## config.mk

```make
export PLATFORM = sky130hd
export DESIGN_NAME = bcd_rr_arbiter
export DESIGN_NICKNAME = d
export VERILOG_FILES = /design/src/rtl/bcd_arb_pkg.sv /design/src/rtl/bcd_rr_arbiter_pick.sv /design/src/rtl/bcd_rr_arbiter.sv
export SDC_FILE = /design/constraint.sdc
export NUM_CORES = 1
export LEC_CHECK = 0
export BUFFER_PORTS_ARGS = -buffer_cell sky130_fd_sc_hd__clkbuf_2
export CAP_MARGIN = 20
export CORE_MARGIN = 2
export CORE_UTILIZATION = 60
export CTS_CLUSTER_SIZE = 10
export DETAILED_ROUTE_END_ITERATION = 10
export GPL_ROUTABILITY_DRIVEN = 0
export HOLD_SLACK_MARGIN = 0.05
export PLACE_DENSITY = 0.9
export SLEW_MARGIN = 20
export SYNTH_ARGS = -nofsm -noshare
export SYNTH_HDL_FRONTEND = slang
export SYNTH_SLANG_ARGS = --single-unit
```

## constraint.sdc

```tcl
create_clock -name clk -period 7.9 [get_ports clk]
set_input_delay 0.79 -clock clk [delete_from_list [all_inputs] [get_ports clk]]
set_output_delay 0.79 -clock clk [all_outputs]
set_load 0.05 [all_outputs]
```

## src/rtl/bcd_arb_pkg.sv

```systemverilog
// Shared types, constants and the BCD-to-one-hot decode for the BCD round-robin arbiter.
package bcd_arb_pkg;

    localparam int unsigned NUM_REQ = 10;
    localparam int unsigned CODE_W  = 4;
    localparam logic [NUM_REQ-1:0] ONEHOT_NONE = '0;

    typedef enum logic [1:0] {
        IDLE,
        GRANT,
        GAP
    } arb_state_t;

    // MSB-first decode: code k drives bit (9-k); codes above 9 decode to nothing.
    function automatic logic [NUM_REQ-1:0] code_to_onehot(input logic [CODE_W-1:0] code);
        logic [NUM_REQ-1:0] oh;
        oh = ONEHOT_NONE;
        if (code <= CODE_W'(NUM_REQ - 1)) begin
            oh = {1'b1, {(NUM_REQ-1){1'b0}}} >> code;
        end
        return oh;
    endfunction

endpackage

```

## src/rtl/bcd_rr_arbiter_pick.sv

```systemverilog
// Combinational rotating-priority picker: first set request at or after last+1, wrapping 9->0.
module rr_pick10
    import bcd_arb_pkg::*;
(
    input  logic [NUM_REQ-1:0] req,
    input  logic [CODE_W-1:0]  last,
    output logic               found,
    output logic [CODE_W-1:0]  idx
);

    logic [CODE_W:0] base;
    logic [CODE_W:0] cand;

    // Scan the ten positions in rotation order and keep the first hit.
    always_comb begin
        found = 1'b0;
        idx   = '0;
        cand  = '0;
        // An out-of-range pointer is treated as 9 so requester 0 is scanned first.
        base  = (last > CODE_W'(NUM_REQ - 1)) ? (CODE_W+1)'(NUM_REQ - 1) : {1'b0, last};
        for (int unsigned k = 0; k < NUM_REQ; k++) begin
            cand = base + (CODE_W+1)'(1) + (CODE_W+1)'(k);
            if (cand >= (CODE_W+1)'(NUM_REQ)) begin
                cand = cand - (CODE_W+1)'(NUM_REQ);
            end
            if (!found && req[cand[CODE_W-1:0]]) begin
                found = 1'b1;
                idx   = cand[CODE_W-1:0];
            end
        end
    end

endmodule

```

## src/rtl/bcd_rr_arbiter.sv

```systemverilog
// Round-robin arbiter for ten requesters sharing one one-hot select resource.
// Grants are held until release or MAX_HOLD cycles, followed by a one-cycle gap.
module bcd_rr_arbiter
    import bcd_arb_pkg::*;
#(
    parameter int unsigned MAX_HOLD = 15,
    parameter int unsigned HOLD_W   = 4
) (
    input  logic                clk,
    input  logic                rst_n,
    input  logic                en,
    input  logic [NUM_REQ-1:0]  req,
    output logic                grant_valid,
    output logic [CODE_W-1:0]   grant_code,
    output logic [NUM_REQ-1:0]  grant_onehot,
    output logic                timeout
);

    arb_state_t          state_q, state_d;
    logic [HOLD_W-1:0]   hold_q, hold_d;
    logic [CODE_W-1:0]   last_q, last_d;
    logic                valid_q, valid_d;
    logic [CODE_W-1:0]   code_q, code_d;
    logic [NUM_REQ-1:0]  onehot_q, onehot_d;
    logic                timeout_q, timeout_d;

    logic                pick_found;
    logic [CODE_W-1:0]   pick_idx;

    rr_pick10 u_pick (
        .req   (req),
        .last  (last_q),
        .found (pick_found),
        .idx   (pick_idx)
    );

    // Next-state and next-output logic; all outputs are registered copies of these.
    always_comb begin
        state_d   = state_q;
        hold_d    = hold_q;
        last_d    = last_q;
        valid_d   = valid_q;
        code_d    = code_q;
        onehot_d  = onehot_q;
        timeout_d = 1'b0;
        unique case (state_q)
            IDLE: begin
                if (en && pick_found) begin
                    state_d  = GRANT;
                    hold_d   = HOLD_W'(1);
                    last_d   = pick_idx;
                    valid_d  = 1'b1;
                    code_d   = pick_idx;
                    onehot_d = code_to_onehot(pick_idx);
                end
            end
            GRANT: begin
                // Voluntary release wins over timeout when both happen in the same cycle.
                if (!req[code_q] || (hold_q == HOLD_W'(MAX_HOLD))) begin
                    state_d   = GAP;
                    hold_d    = '0;
                    valid_d   = 1'b0;
                    code_d    = '0;
                    onehot_d  = ONEHOT_NONE;
                    timeout_d = req[code_q];
                end else begin
                    hold_d = hold_q + HOLD_W'(1);
                end
            end
            GAP: begin
                state_d = IDLE;
            end
            default: begin
                state_d  = IDLE;
                hold_d   = '0;
                valid_d  = 1'b0;
                code_d   = '0;
                onehot_d = ONEHOT_NONE;
            end
        endcase
    end

    // State, counter, pointer and output registers with asynchronous clear.
    always_ff @(posedge clk or negedge rst_n) begin
        if (!rst_n) begin
            state_q   <= IDLE;
            hold_q    <= '0;
            last_q    <= CODE_W'(NUM_REQ - 1);
            valid_q   <= 1'b0;
            code_q    <= '0;
            onehot_q  <= ONEHOT_NONE;
            timeout_q <= 1'b0;
        end else begin
            state_q   <= state_d;
            hold_q    <= hold_d;
            last_q    <= last_d;
            valid_q   <= valid_d;
            code_q    <= code_d;
            onehot_q  <= onehot_d;
            timeout_q <= timeout_d;
        end
    end

    assign grant_valid  = valid_q;
    assign grant_code   = code_q;
    assign grant_onehot = onehot_q;
    assign timeout      = timeout_q;

endmodule

```

==> results.cfg <==
[route]
viasPerCell = 7.39
ant_nets = 0
drt_first_iter_violations = 665
num_vias = 4591
drt-total-wl_um = 12400
wire_per_inst_um = 20.0
drc = 0
drtPass1Iterations = 7

[yosys]
yosys-top-cells-count = nand2_1, nor2_1, o21ai_0
netlist_top_cells_area = dfrtp_1, ha_1, nand2_1
async_flop_share = 1.00
ys_warn_count = 0
synth_cell_types = 92
synth_area_per_cell_um2 = 7.84
syn_area_mm2 = 0.00417
synth_most_common_cell = nand2_1
netlist.area_leader.share = 0.144
yosysSeqAreaShare = 0.157
synth_ff_type = dfrtp_1
synth_edf_count = 0
syn_inst = 532
synth_top_area_cell = dfrtp_1
synth-seq-cells = 26

[timing]
fmax_mhz = 152
worst_pin_slew_ps = 967
finalCriticalPeriod_ps = 6570
max_slew_margin = 0.347
slew_viol_final = 0
hold_viol_final = 0
clock_skew_ps = 7.34
rsz0062_at_grt = no
setup-violations-final = 0
fin_ws_ps = 1330
tns_ps = 0
fin_crit_sh = 0.832

[die]
chipWidth_um = 87.4
core_area_mm2 = 0.00676
start_util = 0.617
io_pins = 29
rows = 30
dieArea_mm2 = 0.00764
die_h_um = 87.4

[critical_path]
crit_chain = o21ai_0, nand2b_1, ha_1, clkinv_1, ha_1, xor2_1, a41oi_1, or2_2, a211oi_1, a21oi_1, o21bai_1, nor4_1, nor4b_1, a2111o_1, nor2_1, a21o_1
slowest_delay_ps = 1050
critPathMaxFanout = 46
path_class = reg2reg
cp_common_cell = ha_1
crit_arrival_ps = 6760
cpMaxStageDelayCell = dfstp_2
startpoint_type = register
cp.required_ps = 8080
end_kind = register

[clock_tree]
cts-root-buf = clkbuf_8
post_cts_hold_buffer_count = 0
htree_levels = 1
clk_latency_ps = 280
post_cts.repair.setup_buffers = 0
cts_resized = 0
clk_pin_slew_ps = 90
cts_buffer_depth = 2
cts_buffers = 3
cts.sinks = 26
cts_tree = done

[global_routing]
track_usage = 0.332
grt_antenna_before_repair = 0
grt_pass1_wl_um = 20500
grt_max_degree = 49
grt_overflow_total = 0
grt_pass1_vias = 4236

[placement]
place_ws_ps = 1630
port_buffers = 28
place_inst = 617
place_area_mm2 = 0.00430
dp_hpwl_um = 9150

[min_path]
hold_class = reg2reg

[status]
outcome = complete, no violations

[final_layout]
final_area_mm2 = 0.00437
area_delta_synth_final_pct = 4.68
layout-drive-gt1-share = 0.161
final_nets = 575
antennaDiodeCount = 0
fillers = 540
instances_no_fill = 621

[job]
cap_violations = 0
-- area by class of cell --
type	instances	area (um2)	area share
clock buffer	3	41.3	0.00946
clock inverter	1	30.0	0.00688
inverter	22	85.1	0.0195
multi-input combinational	458	3290	0.754
sequential	26	653	0.150
tap	80	100	0.0229
timing repair buffer	31	163	0.0372
-- layer usage --
layer | track usage | up-vias | wire (um)
li1 | - | 2082 | -
met1 | 0.474 | 2097 | 5090
met2 | 0.505 | 354 | 5570
met3 | 0.0635 | 58 | 1430
met4 | 0.101 | 0 | 316
met5 | 0 | - | 0
-- path summary, 6_finish.rpt --
path / startpoint / to / slack [ps] / cells past startpoint
min: grant_valid / grant_valid / 500 / 2
max reg2reg: last_q[3] / grant_code[0] / 1330 / 16
min in group asynchronous: rst_n / grant_onehot[9] / 510 / 1
max in group asynchronous: rst_n / grant_code[1] / 6970 / 1
max: last_q[3] / grant_code[0] / 1330 / 16
min reg2reg: grant_valid / grant_valid / 500 / 2
-- state kept, by name, indices dropped and copies added, names as in the netlist --
| register | flops |
|---|---|
| grant_onehot | 10 |
| grant_code | 4 |
| hold_q | 4 |
| last_q | 4 |
| state_q | 2 |
| grant_valid | 1 |
| timeout | 1 |
-- stage by stage --
step | utilization | hold WS, ps
2_1_floorplan | - | 475
3_3_place_gp | 0.636 | 463
3_5_place_dp | 0.636 | 474
4_1_cts | 0.646 | 496
5_1_grt | 0.646 | 521
6_report | 0.646 | 498
-- logic make-up (layout without fill, tap and decap cells) --
group | count (synthesis) | count (layout) | share of synthesized area
xor gates and xnor gates | 8 | 8 | 0.0213
and+or+nand+nor | 217 | 217 | 0.286
AOI/OAI and AO/OA | 189 | 189 | 0.359
other | 1 | 2 | 0.000899
buffers and inverters | 49 | 57 | 0.0546
DFF | 26 | 26 | 0.157
adders and majority gates | 20 | 20 | 0.0600
muxes | 22 | 22 | 0.0624
-- placed cells by master (no fill, tap or decap), types with 7 or more instances in the layout --
cell	instances
o31ai_1	10
inv_1	17
a21oi_1	21
dfrtp_1	24
nor2_1	39
nand2b_1	21
nand2_1	49
o211a_1	7
ha_1	20
nor4_1	10
clkbuf_2	28
nand3_1	18
a21o_1	10
o21ai_0	27
or2_2	8
nor3_1	14
mux2i_1	17
nand4_1	9
o211ai_1	22
-- worst max-delay path, delay by kind of cell, from the launching register on --
kind | cells | cell delay [ps]
AOI/OAI and AO/OA | 7 | 1850
and+or+nand+nor | 5 | 1660
adders and majority gates | 2 | 1110
DFF | 1 | 1050
buffers and inverters | 1 | 530
xor gates and xnor gates | 1 | 260
Power is left out: the tool's default activity adds up to more than one toggle a clock period on the data nets, which glitch-free logic cannot reach.
